[src/rtl/uart_rx_word_packer.sv]
// uart_rx_word_packer
//   Packs bytes from the UART receiver into BYTES_PER_WORD-byte little-endian
//   words and writes each word to the RX FIFO. A partial word is flushed with
//   a per-lane valid mask after TIMEOUT_CYCLES idle clocks (0 = never flush).
//   Bytes arriving while a completed word waits on a full FIFO are dropped and
//   counted in a saturating counter, with a sticky overflow flag.
//
// Ports:
//   clk          rising-edge clock
//   rst_n        asynchronous active-low reset
//   data_byte    received byte, qualified by data_avail
//   data_avail   one-cycle strobe per received byte
//   full         FIFO full (already accounts for one in-flight write)
//   clear_drops  synchronous clear of drop_cnt and overflow
//   wr_en        FIFO write strobe, one cycle per word
//   din          packed word, byte i at [8i+7:8i]; invalid lanes are 0x00
//   din_mask     per-lane valid mask for din
//   drop_cnt     saturating count of dropped bytes
//   overflow     sticky, set on the first drop
module uart_rx_word_packer #(
  parameter int unsigned BYTES_PER_WORD = 4,
  parameter int unsigned TIMEOUT_CYCLES = 1024,
  parameter int unsigned CNT_W          = 16
) (
  input  logic                        clk,
  input  logic                        rst_n,
  input  logic [7:0]                  data_byte,
  input  logic                        data_avail,
  input  logic                        full,
  input  logic                        clear_drops,
  output logic                        wr_en,
  output logic [8*BYTES_PER_WORD-1:0] din,
  output logic [BYTES_PER_WORD-1:0]   din_mask,
  output logic [CNT_W-1:0]            drop_cnt,
  output logic                        overflow
);

  localparam int unsigned BPW   = BYTES_PER_WORD;
  localparam int unsigned IDX_W = (BPW > 1) ? $clog2(BPW) : 1;
  localparam int unsigned TO_W  = (TIMEOUT_CYCLES > 0) ? $clog2(TIMEOUT_CYCLES + 1) : 1;

  typedef enum logic {FILL, HOLD} state_t;

  state_t               r_state, w_state_nxt;
  logic [8*BPW-1:0]     r_acc, w_acc_nxt;
  logic [IDX_W-1:0]     r_idx, w_idx_nxt;
  logic [TO_W-1:0]      r_idle, w_idle_nxt;
  logic [BPW-1:0]       r_mask, w_mask_nxt;
  logic                 r_wr_en, w_wr_en_nxt;
  logic [8*BPW-1:0]     r_din, w_din_nxt;
  logic [BPW-1:0]       r_din_mask, w_din_mask_nxt;
  logic [CNT_W-1:0]     r_drop_cnt;
  logic                 r_overflow;
  logic                 w_drop;
  logic [BPW-1:0]       w_part_mask;
  logic [8*BPW-1:0]     w_lane_bits;

  // Lanes below the current index are the ones filled so far; the held mask
  // expanded to bit level zeroes unused lanes on write.
  always_comb begin
    w_part_mask = '0;
    w_lane_bits = '0;
    for (int unsigned i = 0; i < BPW; i++) begin
      w_part_mask[i]         = (IDX_W'(i) < r_idx);
      w_lane_bits[8*i +: 8]  = {8{r_mask[i]}};
    end
  end

  always_ff @(posedge clk or negedge rst_n) begin
    if (!rst_n) r_state <= FILL;
    else        r_state <= w_state_nxt;
  end

  always_comb begin
    w_state_nxt    = r_state;
    w_acc_nxt      = r_acc;
    w_idx_nxt      = r_idx;
    w_idle_nxt     = '0;
    w_mask_nxt     = r_mask;
    w_wr_en_nxt    = 1'b0;
    w_din_nxt      = r_din;
    w_din_mask_nxt = r_din_mask;
    w_drop         = 1'b0;
    case (r_state)
      FILL: begin
        if (data_avail) begin
          for (int unsigned i = 0; i < BPW; i++) begin
            if (IDX_W'(i) == r_idx) w_acc_nxt[8*i +: 8] = data_byte;
          end
          if (r_idx == IDX_W'(BPW - 1)) begin
            w_state_nxt = HOLD;
            w_mask_nxt  = '1;
          end else begin
            w_idx_nxt = r_idx + IDX_W'(1);
          end
        end else if (TIMEOUT_CYCLES != 0 && r_idx != '0) begin
          w_idle_nxt = r_idle + TO_W'(1);
          if (w_idle_nxt == TO_W'(TIMEOUT_CYCLES)) begin
            w_state_nxt = HOLD;
            w_mask_nxt  = w_part_mask;
            w_idle_nxt  = '0;
          end
        end
      end
      HOLD: begin
        if (!full) begin
          w_wr_en_nxt    = 1'b1;
          w_din_nxt      = r_acc & w_lane_bits;
          w_din_mask_nxt = r_mask;
          w_acc_nxt      = '0;
          w_idx_nxt      = '0;
          w_state_nxt    = FILL;
          // A byte arriving on the write edge starts the next word in lane 0.
          if (data_avail) begin
            w_acc_nxt[7:0] = data_byte;
            if (BPW == 1) begin
              w_state_nxt = HOLD;
              w_mask_nxt  = '1;
            end else begin
              w_idx_nxt = IDX_W'(1);
            end
          end
        end else if (data_avail) begin
          w_drop = 1'b1;
        end
      end
    endcase
  end

  always_ff @(posedge clk or negedge rst_n) begin
    if (!rst_n) begin
      r_acc      <= '0;
      r_idx      <= '0;
      r_idle     <= '0;
      r_mask     <= '0;
      r_wr_en    <= 1'b0;
      r_din      <= '0;
      r_din_mask <= '0;
      r_drop_cnt <= '0;
      r_overflow <= 1'b0;
    end else begin
      r_acc      <= w_acc_nxt;
      r_idx      <= w_idx_nxt;
      r_idle     <= w_idle_nxt;
      r_mask     <= w_mask_nxt;
      r_wr_en    <= w_wr_en_nxt;
      r_din      <= w_din_nxt;
      r_din_mask <= w_din_mask_nxt;
      // Clear takes priority over a drop on the same edge.
      if (clear_drops) begin
        r_drop_cnt <= '0;
        r_overflow <= 1'b0;
      end else if (w_drop) begin
        if (r_drop_cnt != '1) r_drop_cnt <= r_drop_cnt + CNT_W'(1);
        r_overflow <= 1'b1;
      end
    end
  end

  assign wr_en    = r_wr_en;
  assign din      = r_din;
  assign din_mask = r_din_mask;
  assign drop_cnt = r_drop_cnt;
  assign overflow = r_overflow;

endmodule

[config.mk]
export PLATFORM = sky130hd
export DESIGN_NAME = uart_rx_word_packer
export DESIGN_NICKNAME = d
export VERILOG_FILES = /design/src/rtl/uart_rx_word_packer.sv
export SDC_FILE = /design/constraint.sdc
export NUM_CORES = 1
export LEC_CHECK = 0
export ABC_AREA = 1
export CAP_MARGIN = 20
export CORE_ASPECT_RATIO = 0.5
export CORE_MARGIN = 1.5
export CORE_UTILIZATION = 30
export DETAILED_ROUTE_END_ITERATION = 8
export SLEW_MARGIN = 20
export SYNTH_ARGS = -nofsm -noshare
export SYNTH_HDL_FRONTEND = slang
export SYNTH_SLANG_ARGS = --single-unit
[constraint.sdc]
create_clock -name clk -period 1.9 [get_ports clk]
set_clock_uncertainty 0.05 [all_clocks]
set_input_delay 0.38 -clock clk [delete_from_list [all_inputs] [get_ports clk]]
set_output_delay 0.38 -clock clk [all_outputs]
set_load 0.01 [all_outputs]
==> results of run 1 <==
## worst paths after layout
kind / from / end / slack [ns]
max: drop_cnt[11]$_DFFE_PN0P_ / drop_cnt[11] / 0.05
min: rst_n / r_acc[0]$_DFFE_PN0P_ / 0.35
max reg2reg: r_idle[0]$_DFF_PN0_ / r_mask[3]$_DFFE_PN0P_ / 0.19
min reg2reg: r_mask[0]$_DFFE_PN0P_ / r_mask[0]$_DFFE_PN0P_ / 0.42
max in group asynchronous: rst_n / r_acc[26]$_DFFE_PN0P_ / 0.96
min in group clk: r_mask[0]$_DFFE_PN0P_ / r_mask[0]$_DFFE_PN0P_ / 0.42
## state kept, by name, summed over array words and instances, names as in the netlist
| signal | count |
|---|---|
| drop_cnt | 16 |
| r_mask | 4 |
| overflow | 1 |
| din_mask | 4 |
| din | 32 |
| r_idle | 11 |
| wr_en | 1 |
| r_state | 1 |
| r_acc | 32 |
| r_idx | 2 |
## per-layer routing
metal	global-route usage, %	wire length, um
met3	3.91	368
met2	24.4	5190
met5	0	0
met4	2.94	35
met1	19.9	5390
## layout by cell type (no fill, tap or decap), drive strengths merged, types with 2 or more instances in the layout
| master | n |
|---|---|
| nand4 | 7 |
| clkbuf | 10 |
| clkdlybuf4s50 | 65 |
| nand2 | 163 |
| nor3 | 9 |
| o21bai | 2 |
| ha | 6 |
| nor3b | 2 |
| a21oi | 6 |
| o21ai | 49 |
| o31ai | 8 |
| clkinv | 3 |
| dfrtp | 104 |
| o211ai | 8 |
| nand3 | 56 |
| inv | 43 |
| buf | 39 |
| xor2 | 9 |
| nor2 | 30 |
## layout make-up
type                            instances  area [um2]  share of cell area [%]
Multi-Input combinational cell        360        1800                    29.5
Tap cell                              198         248                    4.06
Inverter                               40         153                    2.50
Timing Repair Buffer                  105        1010                    16.5
Clock inverter                          6        60.1                   0.984
Sequential cell                       104        2600                    42.7
Clock buffer                           10         229                    3.75
## cell usage after synthesis, drive strengths merged
| library cell | n |
|---|---|
| nand2 | 163 |
| dfrtp | 104 |
| nand3 | 56 |
| o21ai | 49 |
| inv | 38 |
| nor2 | 30 |
| clkbuf | 14 |
| nor3 | 9 |
| xor2 | 9 |
| o211ai | 8 |
| o31ai | 8 |
| nand4 | 7 |
| a21oi | 6 |
| buf | 6 |
| ha | 6 |
| clkinv | 2 |
| nor3b | 2 |
| o21bai | 2 |
| a21boi | 1 |
| nand3b | 1 |
| o2111ai | 1 |
| o21a | 1 |
| xnor2 | 1 |
## stage by stage
step | setup TNS (ns) | instances | worst slack [ns] | power, mW
after floorplan | 0 | 524 | 0.131 | 4.30
after global placement | -0.0369 | 806 | -0.0369 | 5.41
after detailed placement | -0.390 | 806 | -0.0955 | 5.46
after CTS | 0 | 823 | 0.0449 | 7.30
after global routing | -0.0206 | 823 | -0.0112 | 7.75
final | 0 | 823 | 0.0534 | 7.23
## where the power goes
group	leakage, nW	switching [mW]	internal (mW)
clock network	0.143	0.884	0.928
logic	1.30	1.16	1.03
registers	1.38	0.397	2.83
total	2.83	2.44	4.79
## timing repair
item	4_1_cts	5_1_grt
endpoints found under the hold margin	6	0
setup endpoints to repair	0	19
gates resized for setup	0	14
hold buffers	1	0
## logic make-up (layout without fill, tap and decap cells)
kind of cell | count (synthesis) | in the layout | synth area share (%)
AND/OR/NAND/NOR | 268 | 268 | 25.0
adder cells (fa/ha/maj) | 6 | 6 | 1.63
XOR/XNOR | 10 | 10 | 1.90
flip-flops | 104 | 104 | 56.6
buffers and inverters | 60 | 161 | 5.20
AO/OA/AOI/OAI | 76 | 76 | 9.68
==> results_dict.tcl, run 1 <==
set metrics [dict create \
    post_synth.cell_area_avg_um2 8.78 \
    wire_length_per_cell_um 13.3 \
    placed_area_mm2 0.00576 \
    drv.max_cap_violation_count 0 \
    post-synth-top-area-fraction_pct 56.6 \
    r2r.worst_path.cells 13 \
    synthDistinctLibCells 34 \
    ys_top_cells_by_area "dfrtp_1 57%, nand2_1 13%, nand3_1 6.1%" \
    worst-setup-path-type "reg2out" \
    drt_iter0_drc 174 \
    detailed_routing_iteration_count_for_the_pre_antenna_repair_pass 4 \
    clkLatencyLatePin_ns 0.35 \
    min-delay-path-class "in2async" \
    irDropWorstVdd_mv 0.462 \
    layout.nets 639 \
    critical_path.slowest_cell "clkdlybuf4s50_1" \
    timing.critical_path.cells "clkdlybuf4s50_1" \
    worst_path_largest_cell_delay_ns 0.59 \
    placed_wire_length_estimate_after_detailed_placement_um 7780 \
    ctsHtreeMaxLevel 3 \
    synth_sequential_area_ratio_pct 56.6 \
    critPathBufInv 1 \
    crit_path_start_kind "flop" \
    die_width_um 178 \
    global_route.usage.total_pct 14.9 \
    design.core.area_mm2 0.0147 \
    area_delta_synth_final_pct 32.6 \
    tritoncts_clock_tree "built" \
    maximum_number_of_pins_on_one_net_before_global_route_repair 53 \
    design_area_mm2 0.00610 \
    final_layout_size_suffix_gt1_share_pct 12.3 \
    clkSlewWorstSetupHoldPaths_ns 0.07 \
    total_count_of_hold_check_failures_in_the_final_report 0 \
    remaining_drc_errors 0 \
    final_max_slew_viol_count 0 \
    postSynthNetCount 543 \
    tightest_slew_ns 0.732 \
    timing.critical_path.depth 1 \
    post-cts-setup-buffers 0 \
    synthesis.yosys.warnings 0 \
    gr-total-overflow 0 \
    die_height_um 90.6 \
    final_min_period_over_clock_period_pct 97.2 \
    min_period_ns 1.85 \
    fmaxAchievable_mhz 542 \
    routed-via-count 3772 \
    rows 31 \
    yosys.area.top_type "dfrtp_1" \
    insertedDiodeCount 0 \
    fp.dieArea_mm2 0.0161 \
    setup-violations-final 0 \
    setup.worst_path.end_class "primary output" \
    cts_buffers 9 \
    power_per_cell_area_mw_per_mm2 1180 \
    portBuffers 66 \
    grt_first_pass_wirelength_um 19200 \
    effective_utilization_at_floorplan_pct 31.3 \
    first_global_vias 3973 \
    nFillCells 1442 \
    run_status "complete, no violations" \
    detail-route-antenna-nets 0 \
    antenna_found_initial 0 \
    fin_hold_ws_ns 0.353 \
    cts_buffer_depth 2 \
    place.gp.congestion 0.795 \
    detail_route.vias_per_cell 4.58 \
    cell_area_after_synthesis_mm2 0.00460 \
    data_required_time_at_the_worst_endpoint_ns 1.47 \
    ys_seq_elements 104 \
    critPathArrivalTime_ns 1.42 \
    cp_top_family "buffers and inverters" \
    static-leakage-power_nw 2.83 \
    cts_sinks 104 \
    design.portCount 67 \
    worst_slew_margin_rel_pct 51.1 \
    postSynthCellCount 524 \
    clock_tree.root_cell "clkbuf_16" \
    crit_path_max_fanout 6 \
    wirelength_um 11000 \
    finalCoreUtilization_pct 41.5 \
]
Power figures use the tool's default switching activity.
==> inputs of run 2 (changes only) <==
--- a/config.mk
+++ b/config.mk
@@ -9,8 +9,10 @@
 export CAP_MARGIN = 20
 export CORE_ASPECT_RATIO = 0.5
 export CORE_MARGIN = 1.5
-export CORE_UTILIZATION = 30
+export CORE_UTILIZATION = 58
 export DETAILED_ROUTE_END_ITERATION = 8
+export PLACE_DENSITY = 0.84
+export REMOVE_ABC_BUFFERS = 1
 export SLEW_MARGIN = 20
 export SYNTH_ARGS = -nofsm -noshare
 export SYNTH_HDL_FRONTEND = slang
==> constraint.sdc (replaced) <==
create_clock -name clk -period 2.2 [get_ports clk]
set_clock_uncertainty 0.05 [all_clocks]
set_input_delay 0.44 -clock clk [delete_from_list [all_inputs] [get_ports clk]]
set_output_delay 0.44 -clock clk [all_outputs]
set_load 0.01 [all_outputs]
==> run 2 against run 1 <==
The flow now finishes with violations (negative hold slack). Worst setup slack improved by 0.22 ns. Largest cell class unchanged. Register-to-register slack improved by 0.08 ns. Power decreased by 16%. Die area decreased by 47%. Critical path depth increased by 11. Combinational power decreased by 19%. Hold slack got worse by 0.35 ns. Sequential share of layout area increased by 3.0 points. First-iteration DRC count increased by 55%. Final cell count decreased by 14%. Global-route usage increased by 13 points. Utilization increased by 34 points.
==> results_dict.tcl, run 2 (synthesis gave the netlist of run 1 again) <==
set metrics [dict create \
    post-cts-setup-buffers 0 \
    comb_power_share_pct 28.8 \
    grt_setup_unrepaired "no" \
    cts-resized-gates 0 \
    remaining_drc_errors 0 \
    clkSlewWorstSetupHoldPaths_ns 0.07 \
    drv.max_cap_violation_count 0 \
    fp.dieArea_mm2 0.00851 \
    tritoncts_clock_tree "built" \
    min_period_ns 1.93 \
    place.gp.congestion 0.900 \
    design.core.area_mm2 0.00751 \
    cp_top_family "simple AND/OR/NAND/NOR gates" \
    data_required_time_at_the_worst_endpoint_ns 2.37 \
    mostFrequentLayoutCell "nand2_1" \
    rrSetupSlack_ns 0.27 \
    maximum_number_of_pins_on_one_net_before_global_route_repair 45 \
    crit_path_max_fanout 6 \
    total_switching_power_mw 2.09 \
    grt_first_pass_wirelength_um 17800 \
    min-delay-path-class "in2async" \
    crit_path_frequent_cell "nand2_1" \
    setup.worst_path.end_class "flop" \
    most-common-layout-cells "159 x nand2_1, 103 x dfrtp_1, 65 x clkdlybuf4s50_1" \
    internal_power_mw 4.01 \
    first_global_vias 3773 \
    detail_route.vias_per_cell 5.47 \
    reg2reg_to "r_mask[3]$_DFFE_PN0P_" \
    die_height_um 66.0 \
    cts_buffer_depth 2 \
    final_layout_size_suffix_gt1_share_pct 7.54 \
    drt_iter0_drc 269 \
    layout.nets 611 \
    design.portCount 67 \
    clkLatencyLatePin_ns 0.35 \
    total_count_of_hold_check_failures_in_the_final_report 2 \
    critPathBufInv 0 \
    design_area_mm2 0.00570 \
    detailed_routing_iteration_count_for_the_pre_antenna_repair_pass 6 \
    area_delta_synth_final_pct 23.9 \
    die_width_um 129 \
    worst_r2r_startpoint "r_idle[1]$_DFF_PN0_" \
    tightest_slew_ns 0.900 \
    routed-via-count 3853 \
    timing.critical_path.cells "ha_2 -> nand2_1 -> nor2_2 -> nand3_1 -> nand2_1 -> nand2_1 -> nor2_1 -> nand2_1 -> nand2_1 -> nand3_2 -> nand2_1 -> nand2_1" \
    gr-total-overflow 0 \
    placed_area_mm2 0.00540 \
    static-leakage-power_nw 2.67 \
    worst_slew_margin_rel_pct 39.6 \
    cts_buffers 9 \
    setup-violations-final 0 \
    fin_hold_ws_ns -0.000790 \
    power_per_cell_area_mw_per_mm2 1070 \
    swShare_pct 34.2 \
    cts_sinks 104 \
    global_route.usage.total_pct 27.6 \
    clock_tree.root_cell "clkbuf_16" \
    run_status "complete, but fails checks" \
    wirelength_um 10800 \
    effective_utilization_at_floorplan_pct 61.2 \
    fmaxAchievable_mhz 518 \
    antenna_found_initial 0 \
    worst-setup-path-type "reg2reg" \
    worst_path_largest_cell_delay_ns 0.40 \
    final_min_period_over_clock_period_pct 87.8 \
    detail-route-antenna-nets 0 \
    postCtsHoldBufs 0 \
    irDropWorstVdd_mv 0.631 \
    totalPowerFinal_mw 6.10 \
    portBuffers 66 \
    failing_checks "negative hold slack" \
    power_frac_clock_pct 24.9 \
    wire_length_per_cell_um 15.3 \
    placed_wire_length_estimate_after_detailed_placement_um 7190 \
    rows 22 \
    critical_path.slowest_cell "dfrtp_1" \
    ctsHtreeMaxLevel 3 \
    insertedDiodeCount 0 \
    r2r.worst_path.cells 12 \
    crit_path_start_kind "flop" \
    final_max_slew_viol_count 0 \
    sequentialPowerShare_pct 46.2 \
    critPathArrivalTime_ns 2.10 \
]
==> run 2: cell count changes in the layout (fill, tap and decap cells not counted), sizes merged <==
cell,delta
buf,-27
inv,-3
clkinvlp,+2
clkbuf,+1
dlygate4sd3,-1
==> run 2: worst max-delay path by stage <==
stage                              from                        to  slack [ns]  depth (start not counted)
finish              r_idle[1]$_DFF_PN0_     r_mask[3]$_DFFE_PN0P_        0.27                         12
global route        r_idle[1]$_DFF_PN0_     r_mask[3]$_DFFE_PN0P_        0.03                         12
CTS                 r_idle[0]$_DFF_PN0_     r_mask[3]$_DFFE_PN0P_        0.04                         12
detailed placement           data_avail  drop_cnt[12]$_DFFE_PN0P_       0.008                          7
global placement             data_avail  drop_cnt[12]$_DFFE_PN0P_        0.13                          7
floorplan             r_state$_DFF_PN0_     r_acc[31]$_DFFE_PN0P_       -0.29                          5
==> run 2: cell type report <==
type                            count  area [um2]
Clock buffer                       11         243
Sequential cell                   104        2600
Clock inverter                      5        40.0
Fill cell                         541        1820
Multi-Input combinational cell    360        1770
Inverter                           40         151
Timing Repair Buffer               77         753
Tap cell                          108         135
==> run 2: worst reg2reg max path, stage by stage, from the launching register on <==
cell and delay, ns:
dfrtp_1 0.40, ha_2 0.26, nand2_1 0.09, nor2_2 0.15, nand3_1 0.09, nand2_1 0.10, nand2_1 0.06, nor2_1 0.08
nand2_1 0.09, nand2_1 0.12, nand3_2 0.16, nand2_1 0.11, nand2_1 0.06
==> run 2: power by group through the flow <==
stage | registers [mW] | logic (mW) | clock network (mW)
after floorplan | 2.87 | 0.782 | 0
after global placement | 2.81 | 1.67 | 0
after detailed placement | 2.83 | 1.73 | 0
after CTS | 2.81 | 1.76 | 1.54
after global routing | 2.88 | 1.96 | 1.62
final | 2.82 | 1.76 | 1.52
==> run 2: layer usage <==
metal  vias up  track usage, %  wire, um
met3        18            6.15       527
li1       1847               -         -
met5         -               0         0
met2        96            45.4      5100
met4         0            9.13       149
met1      1892            37.0      4990
==> run 2: per-stage QoR <==
step           setup TNS [ns]  hold slack, ns  worst slack, ns  utilization [%]  instances
3_3_place_gp                0           0.377            0.128             71.9        689
2_1_floorplan           -9.64          0.0944           -0.293                -        504
3_5_place_dp                0           0.385          0.00837             71.9        689
6_report                    0       -0.000790            0.269             75.8        705
4_1_cts                     0          0.0143           0.0387             75.7        705
5_1_grt                     0          0.0304           0.0251             75.8        705
==> inputs of run 3 (changes only) <==
--- a/config.mk
+++ b/config.mk
@@ -9,9 +9,8 @@
 export CAP_MARGIN = 20
 export CORE_ASPECT_RATIO = 0.5
 export CORE_MARGIN = 1.5
-export CORE_UTILIZATION = 58
+export CORE_UTILIZATION = 40
 export DETAILED_ROUTE_END_ITERATION = 8
-export PLACE_DENSITY = 0.84
 export REMOVE_ABC_BUFFERS = 1
 export SLEW_MARGIN = 20
 export SYNTH_ARGS = -nofsm -noshare
==> run 3 against run 2 <==
The run still ends with negative hold slack left. Sequential share of layout area down 0.95 points. Worst setup slack got worse by 0.074 ns. Non-clock buffer count increased by 6. Die area increased by 43%. Fmax down 3.7%. Final area up 2.1%. Sequential cell count unchanged.
==> results_dict.tcl, run 3 (synthesis gave the netlist of run 1 again) <==
set metrics [dict create \
    effective_utilization_at_floorplan_pct 41.5 \
    gr-total-overflow 0 \
    comb_power_share_pct 29.1 \
    first_global_vias 3668 \
    static-leakage-power_nw 2.71 \
    sequentialPowerShare_pct 45.1 \
    total_count_of_hold_check_failures_in_the_final_report 3 \
    cts_buffer_depth 2 \
    worst_slew_margin_rel_pct 42.4 \
    detail_route.vias_per_cell 4.97 \
    wire_length_per_cell_um 14.8 \
    rrSetupSlack_ns 0.20 \
    cts_buffers 9 \
    cts_sinks 104 \
    critPathArrivalTime_ns 2.17 \
    antenna_found_initial 0 \
    dp.cells 732 \
    worst_path_largest_cell_delay_ns 0.39 \
    crit_path_frequent_cell "nand2_1" \
    layout.nets 617 \
    clkSlewWorstSetupHoldPaths_ns 0.07 \
    drt_iter0_drc 240 \
    failing_checks "negative hold slack" \
    detailroute.wirelength.met3_um 596 \
    crit_path_max_fanout 6 \
    power_per_cell_area_mw_per_mm2 1070 \
    grt_setup_unrepaired "no" \
    final_critical_path_setup_slack_ns 0.196 \
    clock_tree.root_cell "clkbuf_16" \
    worst-setup-path-type "reg2reg" \
    tightest_slew_ns 0.859 \
    final_layout_size_suffix_gt1_share_pct 8.29 \
    crit_path_start_kind "flop" \
    total_switching_power_mw 2.10 \
    area_delta_synth_final_pct 26.4 \
    die_height_um 78.8 \
    place.gp.congestion 0.838 \
    irDropWorstVdd_mv 0.463 \
    area_of_the_multi_input_gates_mm2 0.00177 \
    highest_layer "met4" \
    nFillCells 1040 \
    internal_power_mw 4.11 \
    portBuffers 66 \
    worst_setup_path_startpoint "r_idle[1]$_DFF_PN0_" \
    reg2reg_to "r_mask[3]$_DFFE_PN0P_" \
    routed-via-count 3720 \
    sequential_cell_area_mm2 0.00260 \
    detailed_routing_iteration_count_for_the_pre_antenna_repair_pass 4 \
    fp.dieArea_mm2 0.0122 \
    cts-resized-gates 0 \
    worst_r2r_startpoint "r_idle[1]$_DFF_PN0_" \
    tritoncts_clock_tree "built" \
    detail-route-antenna-nets 0 \
    insertedDiodeCount 0 \
    most-common-layout-cells "159 x nand2_1, 104 x dfrtp_1, 65 x clkdlybuf4s50_1" \
    ctsHtreeMaxLevel 3 \
    instances_no_fill 748 \
    wl_met1_um 5690 \
    design.portCount 67 \
    fin_hold_ws_ns -0.00741 \
    min_period_ns 2.00 \
    design.core.area_mm2 0.0111 \
    fmaxAchievable_mhz 499 \
    route.met2.wl_um 4730 \
    critical_path.slowest_cell "dfrtp_1" \
    drv.max_cap_violation_count 0 \
    postCtsHoldBufs 0 \
    maximum_number_of_pins_on_one_net_before_global_route_repair 45 \
    rows 27 \
    r2r.worst_path.cells 12 \
    data_required_time_at_the_worst_endpoint_ns 2.37 \
    final_max_slew_viol_count 0 \
    finalCoreUtilization_pct 52.5 \
    die_width_um 155 \
    placed_wire_length_estimate_after_detailed_placement_um 7610 \
    dp_slack_ns 0.0351 \
    wirelength_um 11100 \
    remaining_drc_errors 0 \
    mostFrequentLayoutCell "nand2_1" \
    clkLatencyLatePin_ns 0.35 \
    setup.worst_path.end "r_mask[3]$_DFFE_PN0P_" \
    post-cts-setup-buffers 0 \
    global_route.usage.total_pct 19.7 \
    min-delay-path-class "in2async" \
    swShare_pct 33.8 \
    setup.worst_path.end_class "flop" \
    grt_first_pass_wirelength_um 18400 \
    power_frac_clock_pct 25.8 \
    final_min_period_over_clock_period_pct 91.1 \
    timing.critical_path.cells "ha_2 -> nand2_1 -> nor2_1 -> nand3_1 -> nand2_1 -> nand2_1 -> nor2_1 -> nand2_1 -> nand2_1 -> nand3_2 -> nand2_1 -> nand2_1" \
    setup-violations-final 0 \
    run_status "complete, but fails checks" \
]
==> run 3: cell count changes in the layout (fill, tap and decap cells not counted), sizes merged <==
cell and delta:
buf +6, clkinv +1, clkinvlp -1
==> run 3: final cells by class <==
type	count	area share (%)
Sequential cell	104	44.8
Multi-Input combinational cell	360	30.4
Timing Repair Buffer	83	13.9
Clock buffer	11	4.35
Tap cell	145	3.12
Inverter	40	2.60
Clock inverter	5	0.818
==> run 3: through the flow <==
| stage | area (um2) | TNS [ns] | hold WS (ns) | total power, mW |
|---|---|---|---|---|
| final | 5810 | 0 | -0.00741 | 6.21 |
| after CTS | 5810 | 0 | 0.00506 | 6.28 |
| after detailed placement | 5510 | 0 | 0.379 | 4.64 |
| after floorplan | 4510 | -9.64 | 0.0944 | 3.65 |
| after global routing | 5810 | 0 | 0.0134 | 6.64 |
| after global placement | 5510 | 0 | 0.375 | 4.63 |
==> run 3: how the worst min path moves through the flow <==
stage,to,depth (start not counted)
detailed placement,drop_cnt[2]$_DFFE_PN0P_,1
finish,drop_cnt[2]$_DFFE_PN0P_,1
CTS,drop_cnt[6]$_DFFE_PN0P_,1
global placement,drop_cnt[2]$_DFFE_PN0P_,1
global route,drop_cnt[6]$_DFFE_PN0P_,1
floorplan,din[0]$_DFFE_PN0P_,0
==> run 3: power by group through the flow <==
stage / Clock (mW) / Combinational (mW) / Sequential, mW
5_1_grt: 1.73 / 2.04 / 2.88
6_report: 1.60 / 1.81 / 2.80
2_1_floorplan: 0 / 0.782 / 2.87
3_5_place_dp: 0 / 1.81 / 2.82
3_3_place_gp: 0 / 1.81 / 2.82
4_1_cts: 1.65 / 1.83 / 2.80
==> run 3: per-layer routing <==
metal  track usage, %  vias to the layer above
li1                 -                     1862
met1             28.9                     1771
met2             28.9                       82
met3             5.57                        5
met4             4.04                        0
met5                0                        -
==> run 3: worst max-delay path: cells and delay by family, from the launching register on <==
kind / cells / cell delay [ns]
adder cells (fa/ha/maj): 1 / 0.26
AND/OR/NAND/NOR: 11 / 1.17
flip-flops: 1 / 0.39
